==> config.mk <==
export PLATFORM = sky130hd
export DESIGN_NAME = id_branch_predictor_flat
export DESIGN_NICKNAME = d
export VERILOG_FILES = /design/src/rtl/id_branch_predictor_if.sv /design/src/rtl/id_branch_predictor.sv /design/src/flat_wrapper.sv
export SDC_FILE = /design/constraint.sdc
export NUM_CORES = 1
export LEC_CHECK = 0
export BUFFER_PORTS_ARGS = -buffer_cell sky130_fd_sc_hd__buf_2
export CAP_MARGIN = 20
export CORE_UTILIZATION = 50
export CTS_CLUSTER_DIAMETER = 200
export DETAILED_ROUTE_END_ITERATION = 6
export GPL_ROUTABILITY_DRIVEN = 1
export PLACE_DENSITY = 0.8
export SLEW_MARGIN = 10
export SYNTH_ARGS = -nofsm -noshare
export SYNTH_HDL_FRONTEND = slang
export SYNTH_SLANG_ARGS = --single-unit
==> constraint.sdc <==
create_clock -name clk -period 8.3 [get_ports clk]
set_input_delay 2.075 -clock clk [delete_from_list [all_inputs] [get_ports clk]]
set_output_delay 2.075 -clock clk [all_outputs]
set_load 0.02 [all_outputs]
==> src/rtl/id_branch_predictor_if.sv <==
// Fetch-side prediction port and ID-stage training port of id_branch_predictor.
// The master drives fetch/resolve information; the slave (predictor) returns the prediction.
interface id_branch_predictor_if;
  logic [31:0] IF_pc;
  logic [31:0] IF_inst;
  logic        IF_valid;
  logic        IF_stall;
  logic        pred_taken;
  logic [31:0] pred_target;
  logic        upd_valid;
  logic [31:0] upd_pc;
  logic        upd_taken;

  modport master (
    output IF_pc, IF_inst, IF_valid, IF_stall, upd_valid, upd_pc, upd_taken,
    input  pred_taken, pred_target
  );

  modport slave (
    input  IF_pc, IF_inst, IF_valid, IF_stall, upd_valid, upd_pc, upd_taken,
    output pred_taken, pred_target
  );
endinterface

==> src/rtl/id_branch_predictor.sv <==
// IF-stage branch predictor: pre-decode, saturating-counter table trained by ID,
// and an optional return-address stack for jr/jalr $31 built when BRANCH_RAS_EN is defined.
module id_branch_predictor #(
  parameter int ENTRY_BITS = 6,
  parameter int CTR_BITS   = 2,
  parameter int RAS_DEPTH  = 4
) (
  input logic                  clk,
  input logic                  reset,
  id_branch_predictor_if.slave bp
);
  localparam int N_ENTRY = 1 << ENTRY_BITS;
  localparam logic [CTR_BITS-1:0] CTR_INIT = CTR_BITS'((1 << (CTR_BITS - 1)) - 1);
  localparam logic [CTR_BITS-1:0] CTR_MAX  = '1;

  logic [5:0]  opcode;
  logic        is_cond;
  logic        is_jump;
  logic [31:0] pc_plus4;
  logic [31:0] br_target;
  logic [31:0] j_target;
  logic [ENTRY_BITS-1:0] if_idx;
  logic [ENTRY_BITS-1:0] upd_idx;
  logic [N_ENTRY-1:0][CTR_BITS-1:0] ctr_vec;
  logic        ctr_taken;
  logic        ras_hit;
  logic [31:0] ras_top_data;
  logic        pred_taken_next;
  logic [31:0] pred_target_next;
  logic        unused_bits;

  assign opcode    = bp.IF_inst[31:26];
  // regimm branches are rt in {00000, 00001, 10000, 10001}: only rt[3:1] must be zero
  assign is_cond   = (opcode[5:2] == 4'b0001) ||
                     (opcode == 6'b000001 && bp.IF_inst[19:17] == 3'b000);
  assign is_jump   = (opcode[5:1] == 5'b00001);
  assign pc_plus4  = bp.IF_pc + 32'd4;
  assign br_target = pc_plus4 + {{14{bp.IF_inst[15]}}, bp.IF_inst[15:0], 2'b00};
  assign j_target  = {pc_plus4[31:28], bp.IF_inst[25:0], 2'b00};
  assign if_idx    = bp.IF_pc[ENTRY_BITS+1:2];
  assign upd_idx   = bp.upd_pc[ENTRY_BITS+1:2];
  assign ctr_taken = ctr_vec[if_idx][CTR_BITS-1];

  genvar gi;
  generate
    for (gi = 0; gi < N_ENTRY; gi++) begin : g_ctr
      logic [CTR_BITS-1:0] cnt_reg;
      always_ff @(posedge clk or posedge reset) begin
        if (reset) begin
          cnt_reg <= CTR_INIT;
        end else if (bp.upd_valid && upd_idx == ENTRY_BITS'(gi)) begin
          if (bp.upd_taken) begin
            if (cnt_reg != CTR_MAX) cnt_reg <= cnt_reg + 1'b1;
          end else if (cnt_reg != '0) begin
            cnt_reg <= cnt_reg - 1'b1;
          end
        end
      end
      assign ctr_vec[gi] = cnt_reg;
    end
  endgenerate

`ifdef BRANCH_RAS_EN
  localparam int PTR_W = $clog2(RAS_DEPTH);
  localparam int CNT_W = $clog2(RAS_DEPTH + 1);

  logic [RAS_DEPTH-1:0][31:0] ras_vec;
  logic [PTR_W-1:0] ras_top_reg, ras_top_next, ras_top_inc, ras_top_dec, ras_wr_ptr;
  logic [CNT_W-1:0] ras_cnt_reg, ras_cnt_next;
  logic             ras_wr_en;
  logic             is_jr, is_jalr, rs_ra, ras_act, do_push, do_pop;

  assign is_jr        = (opcode == 6'b000000) && (bp.IF_inst[5:0] == 6'b001000);
  assign is_jalr      = (opcode == 6'b000000) && (bp.IF_inst[5:0] == 6'b001001);
  assign rs_ra        = (bp.IF_inst[25:21] == 5'd31);
  assign ras_hit      = (is_jr || is_jalr) && rs_ra && (ras_cnt_reg != '0);
  assign ras_top_data = ras_vec[ras_top_reg];
  assign ras_act      = bp.IF_valid && !bp.IF_stall;
  assign do_push      = ras_act && ((opcode == 6'b000011) || is_jalr);
  assign do_pop       = ras_act && ras_hit;
  assign ras_top_inc  = (ras_top_reg == PTR_W'(RAS_DEPTH - 1)) ? '0 : ras_top_reg + 1'b1;
  assign ras_top_dec  = (ras_top_reg == '0) ? PTR_W'(RAS_DEPTH - 1) : ras_top_reg - 1'b1;

  // jalr $31 pops and pushes at once: the top slot is simply overwritten in place
  always_comb begin
    ras_top_next = ras_top_reg;
    ras_cnt_next = ras_cnt_reg;
    ras_wr_en    = 1'b0;
    ras_wr_ptr   = ras_top_reg;
    if (do_push && do_pop) begin
      ras_wr_en = 1'b1;
    end else if (do_push) begin
      ras_wr_en    = 1'b1;
      ras_wr_ptr   = ras_top_inc;
      ras_top_next = ras_top_inc;
      if (ras_cnt_reg != CNT_W'(RAS_DEPTH)) ras_cnt_next = ras_cnt_reg + 1'b1;
    end else if (do_pop) begin
      ras_top_next = ras_top_dec;
      ras_cnt_next = ras_cnt_reg - 1'b1;
    end
  end

  always_ff @(posedge clk or posedge reset) begin
    if (reset) begin
      ras_top_reg <= '0;
      ras_cnt_reg <= '0;
    end else begin
      ras_top_reg <= ras_top_next;
      ras_cnt_reg <= ras_cnt_next;
    end
  end

  for (gi = 0; gi < RAS_DEPTH; gi++) begin : g_ras
    logic [31:0] slot_reg;
    always_ff @(posedge clk or posedge reset) begin
      if (reset) slot_reg <= '0;
      else if (ras_wr_en && ras_wr_ptr == PTR_W'(gi)) slot_reg <= bp.IF_pc + 32'd8;
    end
    assign ras_vec[gi] = slot_reg;
  end

  assign unused_bits = ^{bp.upd_pc[31:ENTRY_BITS+2], bp.upd_pc[1:0]};
`else
  assign ras_hit      = 1'b0;
  assign ras_top_data = '0;
  assign unused_bits  = ^{bp.upd_pc[31:ENTRY_BITS+2], bp.upd_pc[1:0], bp.IF_stall};
`endif

  always_comb begin
    pred_taken_next  = 1'b0;
    pred_target_next = pc_plus4;
    if (bp.IF_valid) begin
      if (is_cond) begin
        pred_taken_next = ctr_taken;
        if (ctr_taken) pred_target_next = br_target;
      end else if (is_jump) begin
        pred_taken_next  = 1'b1;
        pred_target_next = j_target;
      end else if (ras_hit) begin
        pred_taken_next  = 1'b1;
        pred_target_next = ras_top_data;
      end
    end
  end

  assign bp.pred_taken  = pred_taken_next;
  assign bp.pred_target = pred_target_next;
endmodule

==> src/flat_wrapper.sv <==
// flat-port wrapper written by rule: the top's interface ports become plain ports
module id_branch_predictor_flat 
#(
  parameter int ENTRY_BITS = 6,
  parameter int CTR_BITS   = 2,
  parameter int RAS_DEPTH  = 4
)
  (clk, reset, bp_IF_pc, bp_IF_inst, bp_IF_valid, bp_IF_stall, bp_upd_valid, bp_upd_pc, bp_upd_taken, bp_pred_taken, bp_pred_target);
  id_branch_predictor_if bp_i ();
  input logic clk;
  input logic reset;
  input wire logic [$bits(bp_i.IF_pc)-1:0] bp_IF_pc;
  input wire logic [$bits(bp_i.IF_inst)-1:0] bp_IF_inst;
  input wire logic [$bits(bp_i.IF_valid)-1:0] bp_IF_valid;
  input wire logic [$bits(bp_i.IF_stall)-1:0] bp_IF_stall;
  input wire logic [$bits(bp_i.upd_valid)-1:0] bp_upd_valid;
  input wire logic [$bits(bp_i.upd_pc)-1:0] bp_upd_pc;
  input wire logic [$bits(bp_i.upd_taken)-1:0] bp_upd_taken;
  output wire logic [$bits(bp_i.pred_taken)-1:0] bp_pred_taken;
  output wire logic [$bits(bp_i.pred_target)-1:0] bp_pred_target;
  assign bp_i.IF_pc = bp_IF_pc;
  assign bp_i.IF_inst = bp_IF_inst;
  assign bp_i.IF_valid = bp_IF_valid;
  assign bp_i.IF_stall = bp_IF_stall;
  assign bp_i.upd_valid = bp_upd_valid;
  assign bp_i.upd_pc = bp_upd_pc;
  assign bp_i.upd_taken = bp_upd_taken;
  assign bp_pred_taken = bp_i.pred_taken;
  assign bp_pred_target = bp_i.pred_target;
  id_branch_predictor #(.ENTRY_BITS(ENTRY_BITS), .CTR_BITS(CTR_BITS), .RAS_DEPTH(RAS_DEPTH)) u_core (.clk(clk), .reset(reset), .bp(bp_i));
endmodule
# After elaboration in Yosys (flattened, before gate mapping)
# Cells that the tools add are included.
dict set report classes {
  n_reduce_logical 260
  mux 201
  n_eq_ne 194
  order_cmp 1
  addsub 130
}
# cell count
set op_table {}
lappend op_table {{$mux W2} 193}
lappend op_table {{$reduce_bool A2 Y1} 128}
lappend op_table {{$eq A6 B6 Y1 const B} 32}
lappend op_table {{$reduce_and A3 Y1} 64}
lappend op_table {{$add A2 B1 Y2 const B} 64}
lappend op_table {{$ne A2 B1 Y1 const B} 64}
lappend op_table {{$ne A2 B2 Y1 const B} 64}
lappend op_table {{$sub A2 B1 Y2 const B} 64}
lappend op_table {{$eq A6 B5 Y1 const B} 16}
lappend op_table {{$mux W32} 3}
lappend op_table {{$logic_and A1 B1 Y1} 65}
lappend op_table {{$eq A6 B4 Y1 const B} 8}
lappend op_table {{$add A32 B3 Y32 const B} 1}
lappend op_table {{$add A32 B32 Y32} 1}
lappend op_table {{$mux W28} 1}
lappend op_table {{$eq A6 B3 Y1 const B} 4}
lappend op_table {{$bmux W2 S6} 1}
lappend op_table {{$eq A6 B1 Y1 const B} 2}
lappend op_table {{$eq A6 B2 Y1 const B} 2}
lappend op_table {{$lt A6 B7 Y1 const B} 1}
lappend op_table {{$logic_not A6 Y1} 1}
lappend op_table {{$eq A5 B1 Y1 const B} 1}
lappend op_table {{$eq A4 B1 Y1 const B} 1}
lappend op_table {{$logic_not A3 Y1} 1}
lappend op_table {{other kinds (2)} 4}
dict set report word_totals {
  reg_bits 128
  wordCells 850
  inputBits 102
  out_inout_bits 33
}

# Longest topological paths before layout
# Gate-level depths: netlist of the first run.
dict set report logic_depth {
  word_depth 5
  ltp_mapped 17
  depth_no_buf 16
}

# Least setup slack after synthesis of the first run
# Ideal clock, no wire load.
dict set report synth_path {
  path_kind {input-to-output}
  startpoint {in bp_IF_pc[2]}
  endpoint {out bp_pred_target[30]}
  slack_ns 0.834
  path_stages 13
  t_arrival_ns 5.391
  path_cell_list {ha_1 -> and3_1 -> nand4_1 -> or3_1 -> or2_1 -> nor2_1 -> xor2_1 -> ha_1 -> clkbuf_1 -> nand4_1 -> o31a_1 -> or4b_1 -> a41oi_1}
}
dict set report synth_between {
  elab_chain_cells 5
  word_cells_on_any_way 7
  cone_classes {add/sub: 2; mux: 5}
}
# item line_no
set synth_rtl {}
lappend synth_rtl {{from (decl)} flat_wrapper.sv:12} ;# input wire logic [$bits(bp_i.IF_pc)-1:0] bp_IF_pc;
lappend synth_rtl {{$add A32 B3 Y32 or $bmux W2 S6 (tied branches)} {id_branch_predictor.sv:37, id_branch_predictor.sv:42}}
lappend synth_rtl {{$add A32 B32 Y32 or $mux W2 (tied branches)} {id_branch_predictor.sv:38, id_branch_predictor.sv:42}}
lappend synth_rtl {{$mux W32} id_branch_predictor.sv:135} ;# if (ctr_taken) pred_target_next = br_target;
lappend synth_rtl {{$mux W32} id_branch_predictor.sv:133} ;# if (is_cond) begin
lappend synth_rtl {{$mux W32 (*)} id_branch_predictor.sv:132} ;# if (bp.IF_valid) begin
lappend synth_rtl {{to (decl)} flat_wrapper.sv:20} ;# output wire logic [$bits(bp_i.pred_target)-1:0] bp_pred_target;
# Mark *: on every way between the ends. The rest lies on a longest branch, timed or not. The select of a mux whose other input is x is not followed.

# Final worst setup path of the first run
dict set report layout_path {
  startpoint {in bp_IF_pc[4]}
  endpoint {out bp_pred_target[29]}
}
# Same word-level chain as after synthesis.

==> results.json, run 1 <==
{
  "synthesis.nets": 1402,
  "nNetsFinal": 1484,
  "largest_register_ffs": 128,
  "synth_edf_count": 0,
  "path_clk_slew_ps": 50,
  "grt_max_degree": 103,
  "timing.setup.tns_ps": 0,
  "hp-class": "flop to flop",
  "hold_viol_final": 0,
  "highest-signal-layer": "met4",
  "wl_met2_um": 12540,
  "worst-path-max-fanout": 13,
  "p_leak_uw": 0.004362,
  "drc": 0,
  "ys_seq_area_frac": 0.3308,
  "layout-drive-gt1-share": 0.1878,
  "syn_area_um2": 9925,
  "ioPinCount": 135,
  "first_iter_violations": 862,
  "vias_per_cell": 6.054,
  "ys.warnings.count": 0,
  "status": "finished clean",
  "fmax_mhz": 125.0,
  "max_slew_margin": 0.3320,
  "fp-row-count": 51,
  "synth_seq_cells": 128,
  "yosys.area.top_type": "dfstp_2",
  "synth-async-reset-ratio": 1.000,
  "powerDensity_nw_per_um2": 161.0,
  "die_area_um2": 20420,
  "cts_root_buf": "clkbuf_16",
  "coreArea_um2": 19460,
  "yosys.area.top_type_share": 0.1694,
  "period_minus_slack_ps": 7998,
  "syn_to_final_growth_pct": 12.76,
  "start_util": 0.5099,
  "numClockSinks": 128,
  "ant_nets": 0,
  "slew_viol_final": 0,
  "synth.area.top_cells": "dfstp_2 (17%), dfrtp_1 (16%), a21oi_1 (8.4%)",
  "grt_pass1_vias": 8944,
  "rrSetupSlack_ps": 7190,
  "worstSetupPathType": "primary input to output port",
  "min_period_over_period": 0.9636,
  "peakVddDrop_mv": 0.1470,
  "clock_skew_ps": 9.304,
  "tritoncts": "done",
  "wl_per_cell_um": 16.30,
  "syn_avg_cell_area_um2": 7.858,
  "portBuffers": 107,
  "fillerInstances": 1732,
  "finalSetupViolCount": 0,
  "wl_met3_um": 2000,
  "antenna_found_initial": 0,
  "rsz0062_at_grt": "false",
  "diodes": 0,
  "synthCells": 1263,
  "grt_pass1_wl_um": 43150,
  "grt_use_total": 0.2685,
  "dr.pass1.iters": 6,
  "die_w_um": 142.9,
  "synthFlopType": "dfstp_2",
  "start_kind": "primary input",
  "clk_latency_ps": 430,
  "ctsHtreeMaxLevel": 4,
  "wl_um": 26460,
  "vias": 9826,
  "tightest_slew_ps": 1002,
  "fp.dieH_um": 142.9,
  "gp_congestion": 0.8770,
  "hpwl_um": 18110,
  "drt-met1-wl_um": 11480,
  "crit_arrival_ps": 5920,
  "ys_types": 67,
  "worstPathRequired_ps": 6230,
  "cts_made_buffers": 17,
  "instances_no_fill": 1623,
  "overflow": 0,
  "place_inst": 1590,
  "drv_cap": 0,
  "cts_max_path_buffers": 2,
  "end_kind": "output port"
}
[placed cells by master (no fill, tap or decap), types with 9 or more instances in the layout]
master	synthesis	layout
a211oi_1	9	9
a21o_1	13	13
a21oi_1	167	166
a221o_1	11	11
a22oi_1	15	15
a31oi_1	12	12
and3_1	9	9
buf_2	2	106
buf_4	2	10
clkbuf_16	0	17
dfrtp_1	64	64
dfstp_2	64	64
ha_1	36	36
inv_1	36	35
mux2i_1	19	19
mux4_2	16	16
nand2_1	144	144
nand2b_1	12	12
nand3_1	40	40
nand3b_1	9	9
nand4_1	11	11
nor2_1	168	168
nor2b_1	14	14
nor3_1	23	23
o21ai_0	153	153
o21ai_1	10	10
o221a_2	10	10
o31ai_1	20	20
or2_2	10	10
xnor2_1	28	28
xor2_1	26	26
[layout make-up]
cell class                 instances  area [µm²]  share of cell area
timing repair buffer             118       621.8             0.05557
clock buffer                      25       475.5             0.04249
inverter                          37       141.4             0.01263
clock inverter                     7       85.08            0.007603
multi-input combinational       1043        6252              0.5587
sequential                       128        3283              0.2934
tap                              265       331.6             0.02963
[logic make-up after synthesis]
logic type,Yosys count,share of synthesized area
mux,36,0.05661
xor+xnor,54,0.04766
buf+inv,92,0.03959
compound gates,451,0.2677
flops,128,0.3308
simple gates,465,0.2103
fa+ha+maj,37,0.04740
[power breakdown]
group / switching, µW / internal, µW
combinational: 225 / 141
clock: 268 / 455
sequential: 29.1 / 685
[final timing paths]
path | depth (start not counted) | end | startpoint
max | 17 | bp_pred_target[29] | bp_IF_pc[4]
min | 2 | u_core.g_ctr[16].cnt_reg[0] | u_core.g_ctr[16].cnt_reg[0]
max reg2reg | 4 | u_core.g_ctr[50].cnt_reg[0] | u_core.g_ctr[50].cnt_reg[0]
min reg2reg | 2 | u_core.g_ctr[16].cnt_reg[0] | u_core.g_ctr[16].cnt_reg[0]
max in group asynchronous | 3 | u_core.g_ctr[6].cnt_reg[1] | reset
min in group asynchronous | 2 | u_core.g_ctr[47].cnt_reg[1] | reset
[cell usage after synthesis (2+ instances only)]
cell       count
a22oi_1       15
or2_2         10
nand3_1       40
buf_6          5
o21a_1         4
clkbuf_1      44
o2111ai_1      3
o21bai_1       4
o21ai_1       10
o22ai_1        2
nor2_1       168
o21ai_0      153
mux2i_1       19
inv_1         36
nand4_1       11
o31ai_1       20
nor3b_1        4
nand3b_1       9
ha_1          36
o221a_2       10
buf_2          2
dfrtp_1       64
or3_1          2
buf_4          2
and2_1         5
and3_1         9
xor2_1        26
a21oi_1      167
a221o_1       11
dfstp_2       64
mux4_2        16
nor4_1         3
o31a_1         2
nand2_1      144
a211oi_1       9
o211ai_1       5
nor3_1        23
buf_1          2
and4_1         2
a21o_1        13
nor2b_1       14
xnor2_1       28
nand2b_1      12
a31oi_1       12
[stage by stage]
stage	total power [µW]	setup slack, ps	hold slack (ps)	cell area [µm²]	utilization
2_1_floorplan	982.7	834.1	462.5	9925	-
3_3_place_gp	1071	332.3	471.8	10620	0.5455
3_5_place_dp	1081	295.6	488.6	10620	0.5455
4_1_cts	1802	283.3	489.1	11180	0.5743
5_1_grt	1883	44.14	513.4	11190	0.5750
6_report	1802	302.3	488.2	11190	0.5750
[layer usage]
metal / track usage / vias to the layer above
li1: - / 4736
met1: 0.3501 / 4656
met3: 0.05399 / 40
met5: 0 / -
met2: 0.4466 / 394
met4: 0.08602 / 0
[worst max-delay path, stage by stage]
cell	delay (ps)
buf_2	290
and3_1	300
nand4_1	220
or3_1	500
or2_1	300
nor2_1	130
xor2_1	240
ha_1	360
a21oi_1	270
o21ai_0	120
a21o_1	190
a211oi_1	230
o21bai_1	100
a21oi_1	140
xor2_1	160
a21oi_1	80
buf_2	210
[what timing repair did]
action | CTS | global route
buffers inserted | 0 | 0
hold buffers | 0 | 0
setup endpoints to repair | 0 | 2
gates resized for setup | 0 | 2
endpoints found under the hold margin | 0 | 0
(Power assumes the default switching activity.)
==> run 2: changes to the inputs <==
Settings changed: CORE_ASPECT_RATIO from default to 1.5, HOLD_SLACK_MARGIN from default to 0.05.
==> run 2 against run 1 <==
Clock power is 22% higher. Die area barely moved. Critical path depth grew 1. Hold slack gained 3.8 ps. Cell count fell by 0.43%. Power increased by 9.3%. Sequential share of layout area shrank 0.39 points. Register-to-register slack better by 40 ps. Wire length is 3.5% higher. Sequential power about the same. Setup slack improved by 58 ps. Utilization rose by 1.2 points.
==> results.json, run 2 (same netlist as run 1, synthesis figures left out) <==
{
  "status": "finished clean",
  "period_minus_slack_ps": 7939,
  "max_slew_margin": 0.3176,
  "crit_top_cell": "a21oi_1",
  "hpwl_um": 19350,
  "fp-row-count": 62,
  "wl_met2_um": 13980,
  "grt_use_total": 0.2770,
  "end_kind": "output port",
  "nNetsFinal": 1486,
  "critPathTopFamily": "simple AND/OR/NAND/NOR gates",
  "dr.pass1.iters": 7,
  "tritoncts": "done",
  "vias": 9847,
  "highest-signal-layer": "met4",
  "min_period_over_period": 0.9565,
  "overflow": 0,
  "layout_common_cells": "nor2_1 (168), a21oi_1 (166), o21ai_0 (153)",
  "start_util": 0.5138,
  "finalPower_uw": 1970,
  "crit_arrival_ps": 5860,
  "grt_pass1_vias": 9329,
  "p_sw_uw": 541.8,
  "numClockSinks": 128,
  "post-cts-setup-buffer-count": 0,
  "clock_power_share": 0.449,
  "cts_made_buffers": 17,
  "startpoint": "bp_IF_pc[2]",
  "antenna_found_initial": 0,
  "sequentialPowerShare": 0.362,
  "slew_viol_final": 0,
  "slowest_stage": "or3_1",
  "finalSetupViolCount": 0,
  "ctsHtreeMaxLevel": 4,
  "path_buf_inv": 2,
  "peakVddDrop_mv": 0.1542,
  "start_kind": "primary input",
  "diodes": 0,
  "first_iter_violations": 858,
  "ioPinCount": 135,
  "die_area_um2": 20430,
  "p_leak_uw": 0.004433,
  "worstSetupPathType": "primary input to output port",
  "clk_latency_ps": 420,
  "path_cells": "buf_2 -> ha_1 -> and3_1 -> nand4_1 -> or3_1 -> or2_1 -> nor2_1 -> xor2_1 -> ha_1 -> a21oi_1 -> o21ai_0 -> a21o_1 -> a211oi_1 -> o21bai_1 -> a21oi_1 -> xor2_1 -> a21oi_1 -> buf_2",
  "powerDensity_nw_per_um2": 173.6,
  "fp.dieH_um": 174.6,
  "hold_viol_final": 0,
  "wl_um": 27370,
  "vias_per_cell": 6.093,
  "grt_pass1_wl_um": 44390,
  "r2r-start": "u_core.g_ctr[19].cnt_reg[0]",
  "hp-class": "flop to flop",
  "drt-met1-wl_um": 10800,
  "holdWs_ps": 492.0,
  "wl_met3_um": 1397,
  "grt_max_degree": 81,
  "cpPeakStageDelay_ps": 490,
  "clock_skew_ps": 4.650,
  "cts_root_buf": "clkbuf_16",
  "largest_register_ffs": 128,
  "gp_congestion": 0.9589,
  "timing.setup.tns_ps": 0,
  "worstPathRequired_ps": 6230,
  "dpl_cell_area_um2": 10630,
  "syn_to_final_growth_pct": 14.28,
  "ant_nets": 0,
  "worst-path-max-fanout": 7,
  "wl_per_cell_um": 16.94,
  "p_sw_frac": 0.2751,
  "p_comb_frac": 0.189,
  "path_clk_slew_ps": 60,
  "p_int_uw": 1428,
  "cts_max_path_buffers": 2,
  "drv_cap": 0,
  "die_w_um": 117.0,
  "final_common_cell": "nor2_1",
  "drc": 0,
  "layout-drive-gt1-share": 0.1941,
  "rsz0062_at_grt": "false",
  "coreArea_um2": 19320,
  "tightest_slew_ps": 1017,
  "portBuffers": 107,
  "fmax_mhz": 126.0,
  "stdcell_area_um2": 11340,
  "min_from": "u_core.g_ctr[16].cnt_reg[0]"
}
## run 2: per-stage QoR
stage,util,cells,worst slack (ps)
after global routing,0.5872,1616,10.77
final,0.5872,1616,360.7
after floorplan,-,1263,834.1
after detailed placement,0.5503,1584,279.6
after global placement,0.5503,1584,384.2
after CTS,0.5865,1616,273.5
## run 2: final timing paths
path / endpoint / slack (ps) / depth (start not counted)
setup / recovery: bp_pred_target[29] / 360 / 18
hold / removal: u_core.g_ctr[16].cnt_reg[0] / 490 / 2
setup reg to reg: u_core.g_ctr[19].cnt_reg[0] / 7230 / 3
hold reg to reg: u_core.g_ctr[16].cnt_reg[0] / 490 / 2
max in group asynchronous: u_core.g_ctr[54].cnt_reg[1] / 5100 / 3
min in group asynchronous: u_core.g_ctr[29].cnt_reg[1] / 1740 / 2
## run 2: area by class of cell
class                   count  area [µm²]
fillers                  1666        7974
multi-input cells        1043        6260
flip-flops and latches    128        3283
repair buffers            120       638.1
clock buffers              18       439.2
well taps                 256       320.3
clock inverters            14       260.3
inverters                  37       141.4
## run 2: metal layers
metal	track usage	up-vias
met5	0	-
met1	0.3135	4647
met3	0.04812	86
met2	0.4869	367
li1	-	4747
met4	0.1461	0
## run 2: tightest hold or removal path, stage by stage, from the launching register on
cell and delay [ps]:
dfstp_2 370, nand2_1 40, o21ai_0 70
## run 2: what timing repair did
item,CTS,global route
hold buffers,0,0
setup endpoints to repair,0,3
resized for setup,0,3
## run 2: power by group through the flow
stage	Clock, µW	Combinational, µW	Sequential [µW]
after floorplan	0	268	714
after CTS	894	368	712
after global placement	0	359	719
final	884	372	713
after global routing	924	412	719
after detailed placement	0	367	721
==> run 3: changes to the inputs <==
Settings changed: CELL_PAD_IN_SITES_DETAIL_PLACEMENT from default to 1, CELL_PAD_IN_SITES_GLOBAL_PLACEMENT from default to 1, CORE_UTILIZATION 50 to 44, PLACE_DENSITY 0.8 to 0.91.
==> run 3 against run 2 <==
Combinational power increased by 2%. Setup slack got worse by 72 ps. Count of clock-buffer cells in the layout is the same. Sequential share of layout area up 0.23 points. Critical endpoint is now bp_pred_target[30]. Clock skew is 7.9 ps higher.
==> results.json, run 3 (same netlist as run 1, synthesis figures left out) <==
{
  "status": "finished clean",
  "numClockSinks": 128,
  "rr_worst_depth": 4,
  "peakVddDrop_mv": 0.1276,
  "critPathTopFamily": "simple AND/OR/NAND/NOR gates",
  "min_from": "u_core.g_ctr[16].cnt_reg[0]",
  "whs_endpoint": "u_core.g_ctr[16].cnt_reg[0]",
  "gp_congestion": 0.8437,
  "fillerInstances": 2727,
  "vias_per_cell": 6.272,
  "vias": 10230,
  "wl_um": 32470,
  "grt_use_total": 0.2873,
  "final_core_util": 0.5143,
  "place_inst": 1599,
  "min_period_over_period": 0.9653,
  "path_buf_inv": 4,
  "preCtsSetupSlack_ps": 234.3,
  "timing.setup.tns_ps": 0,
  "p_leak_uw": 0.004373,
  "first_iter_violations": 666,
  "cts_max_path_buffers": 2,
  "hp-class": "flop to flop",
  "coreArea_um2": 21880,
  "drc": 0,
  "end_kind": "output port",
  "layout-drive-gt1-share": 0.1950,
  "worstPathRequired_ps": 6230,
  "wl_met2_um": 17580,
  "crit_top_cell": "buf_2",
  "worst-path-max-fanout": 17,
  "wl_met3_um": 1314,
  "slowest_stage": "or4b_1",
  "rrSetupSlack_ps": 7200,
  "period_minus_slack_ps": 8012,
  "crit_arrival_ps": 5940,
  "stdcell_area_um2": 11250,
  "ant_nets": 0,
  "diodes": 0,
  "die_area_um2": 23170,
  "post-cts-setup-buffer-count": 0,
  "fp-row-count": 66,
  "drt-met1-wl_um": 12480,
  "wl_per_cell_um": 19.91,
  "tritoncts": "done",
  "grt_pass1_wl_um": 53350,
  "drv_cap": 0,
  "start_kind": "primary input",
  "cpPeakStageDelay_ps": 510,
  "path_cells": "buf_2 -> buf_6 -> nand3_1 -> or3_1 -> xnor2_1 -> ha_1 -> o21ai_1 -> a21oi_1 -> o2111ai_1 -> nand2_1 -> a311oi_1 -> buf_4 -> o31a_1 -> or4b_1 -> a41oi_1 -> buf_2",
  "clk_latency_ps": 440,
  "final_common_cell": "nor2_1",
  "layout_common_cells": "nor2_1 (168), a21oi_1 (166), o21ai_0 (153)",
  "clock_skew_ps": 12.53,
  "tightest_slew_ps": 1034,
  "ioPinCount": 135,
  "highest-signal-layer": "met4",
  "syn_to_final_growth_pct": 13.40,
  "fp.dieH_um": 185.9,
  "max_slew_margin": 0.3089,
  "rsz0062_at_grt": "false",
  "hold_viol_final": 0,
  "grt_pass1_vias": 10820,
  "powerDensity_nw_per_um2": 165.9,
  "antenna_found_initial": 0,
  "holdPathStages": 2,
  "worst_slack_ps": 288.4,
  "nNetsFinal": 1485,
  "largest_register_ffs": 128,
  "die_w_um": 124.6,
  "slew_viol_final": 0,
  "instances_no_fill": 1631,
  "hpwl_um": 22420,
  "cts_root_buf": "clkbuf_16",
  "ctsHtreeMaxLevel": 4,
  "cts_made_buffers": 17,
  "overflow": 0,
  "hold_buffers": 0,
  "worstSetupPathType": "primary input to output port",
  "rr_endpoint": "u_core.g_ctr[50].cnt_reg[0]",
  "r2r-start": "u_core.g_ctr[50].cnt_reg[0]",
  "fmax_mhz": 124.8,
  "path_clk_slew_ps": 70,
  "finalSetupViolCount": 0,
  "portBuffers": 107,
  "dr.pass1.iters": 5,
  "grt_max_degree": 105,
  "dpl_cell_area_um2": 10640,
  "start_util": 0.4535
}
==> run 3: report_power, final <==
group          internal [µW]  leakage (µW)  switching [µW]
clock                    455      0.000284             317
combinational            142       0.00277             238
sequential               684       0.00132            31.8
==> run 3: layout make-up <==
type                            instances  area (µm²)  share of cell area
Clock buffer                           18       439.2             0.03902
Clock inverter                         14       157.7             0.01401
Inverter                               37       141.4             0.01256
Multi-Input combinational cell       1043        6261              0.5563
Sequential cell                       128        3283              0.2917
Tap cell                              272       340.3             0.03024
Timing Repair Buffer                  119       631.9             0.05614
==> run 3: tightest hold or removal path: stages, from the launching register on <==
cell,delay [ps]
dfstp_2,380
nand2_1,40
o21ai_0,70
==> run 3: through the flow <==
stage	power, µW	hold slack (ps)
floorplan	982.7	462.5
global placement	1081	470.2
detailed placement	1098	484.4
CTS	1873	497.4
global route	1940	524.7
finish	1867	492.1
==> run 3: per-layer routing <==
layer | up-vias | track usage
met5 | - | 0
met4 | 0 | 0.1451
met3 | 90 | 0.03765
met2 | 312 | 0.5567
met1 | 5113 | 0.3012
li1 | 4715 | -
==> run 3: worst max path at each step <==
stage / start / slack [ps] / depth (start not counted) / end
after CTS: bp_IF_pc[2] / 230 / 18 / bp_pred_target[29]
after floorplan: bp_IF_pc[2] / 830 / 13 / bp_pred_target[30]
after global routing: bp_IF_pc[2] / 40 / 18 / bp_pred_target[29]
final: bp_IF_pc[3] / 290 / 16 / bp_pred_target[30]
after detailed placement: bp_IF_pc[2] / 230 / 17 / bp_pred_target[31]
after global placement: bp_IF_pc[3] / 330 / 17 / bp_pred_target[27]
==> run 3: repair_timing <==
item                                    in CTS  in global routing
hold endpoints to repair                     0                  0
gates resized for setup                      0                  5
endpoints found under the setup margin       0                  3
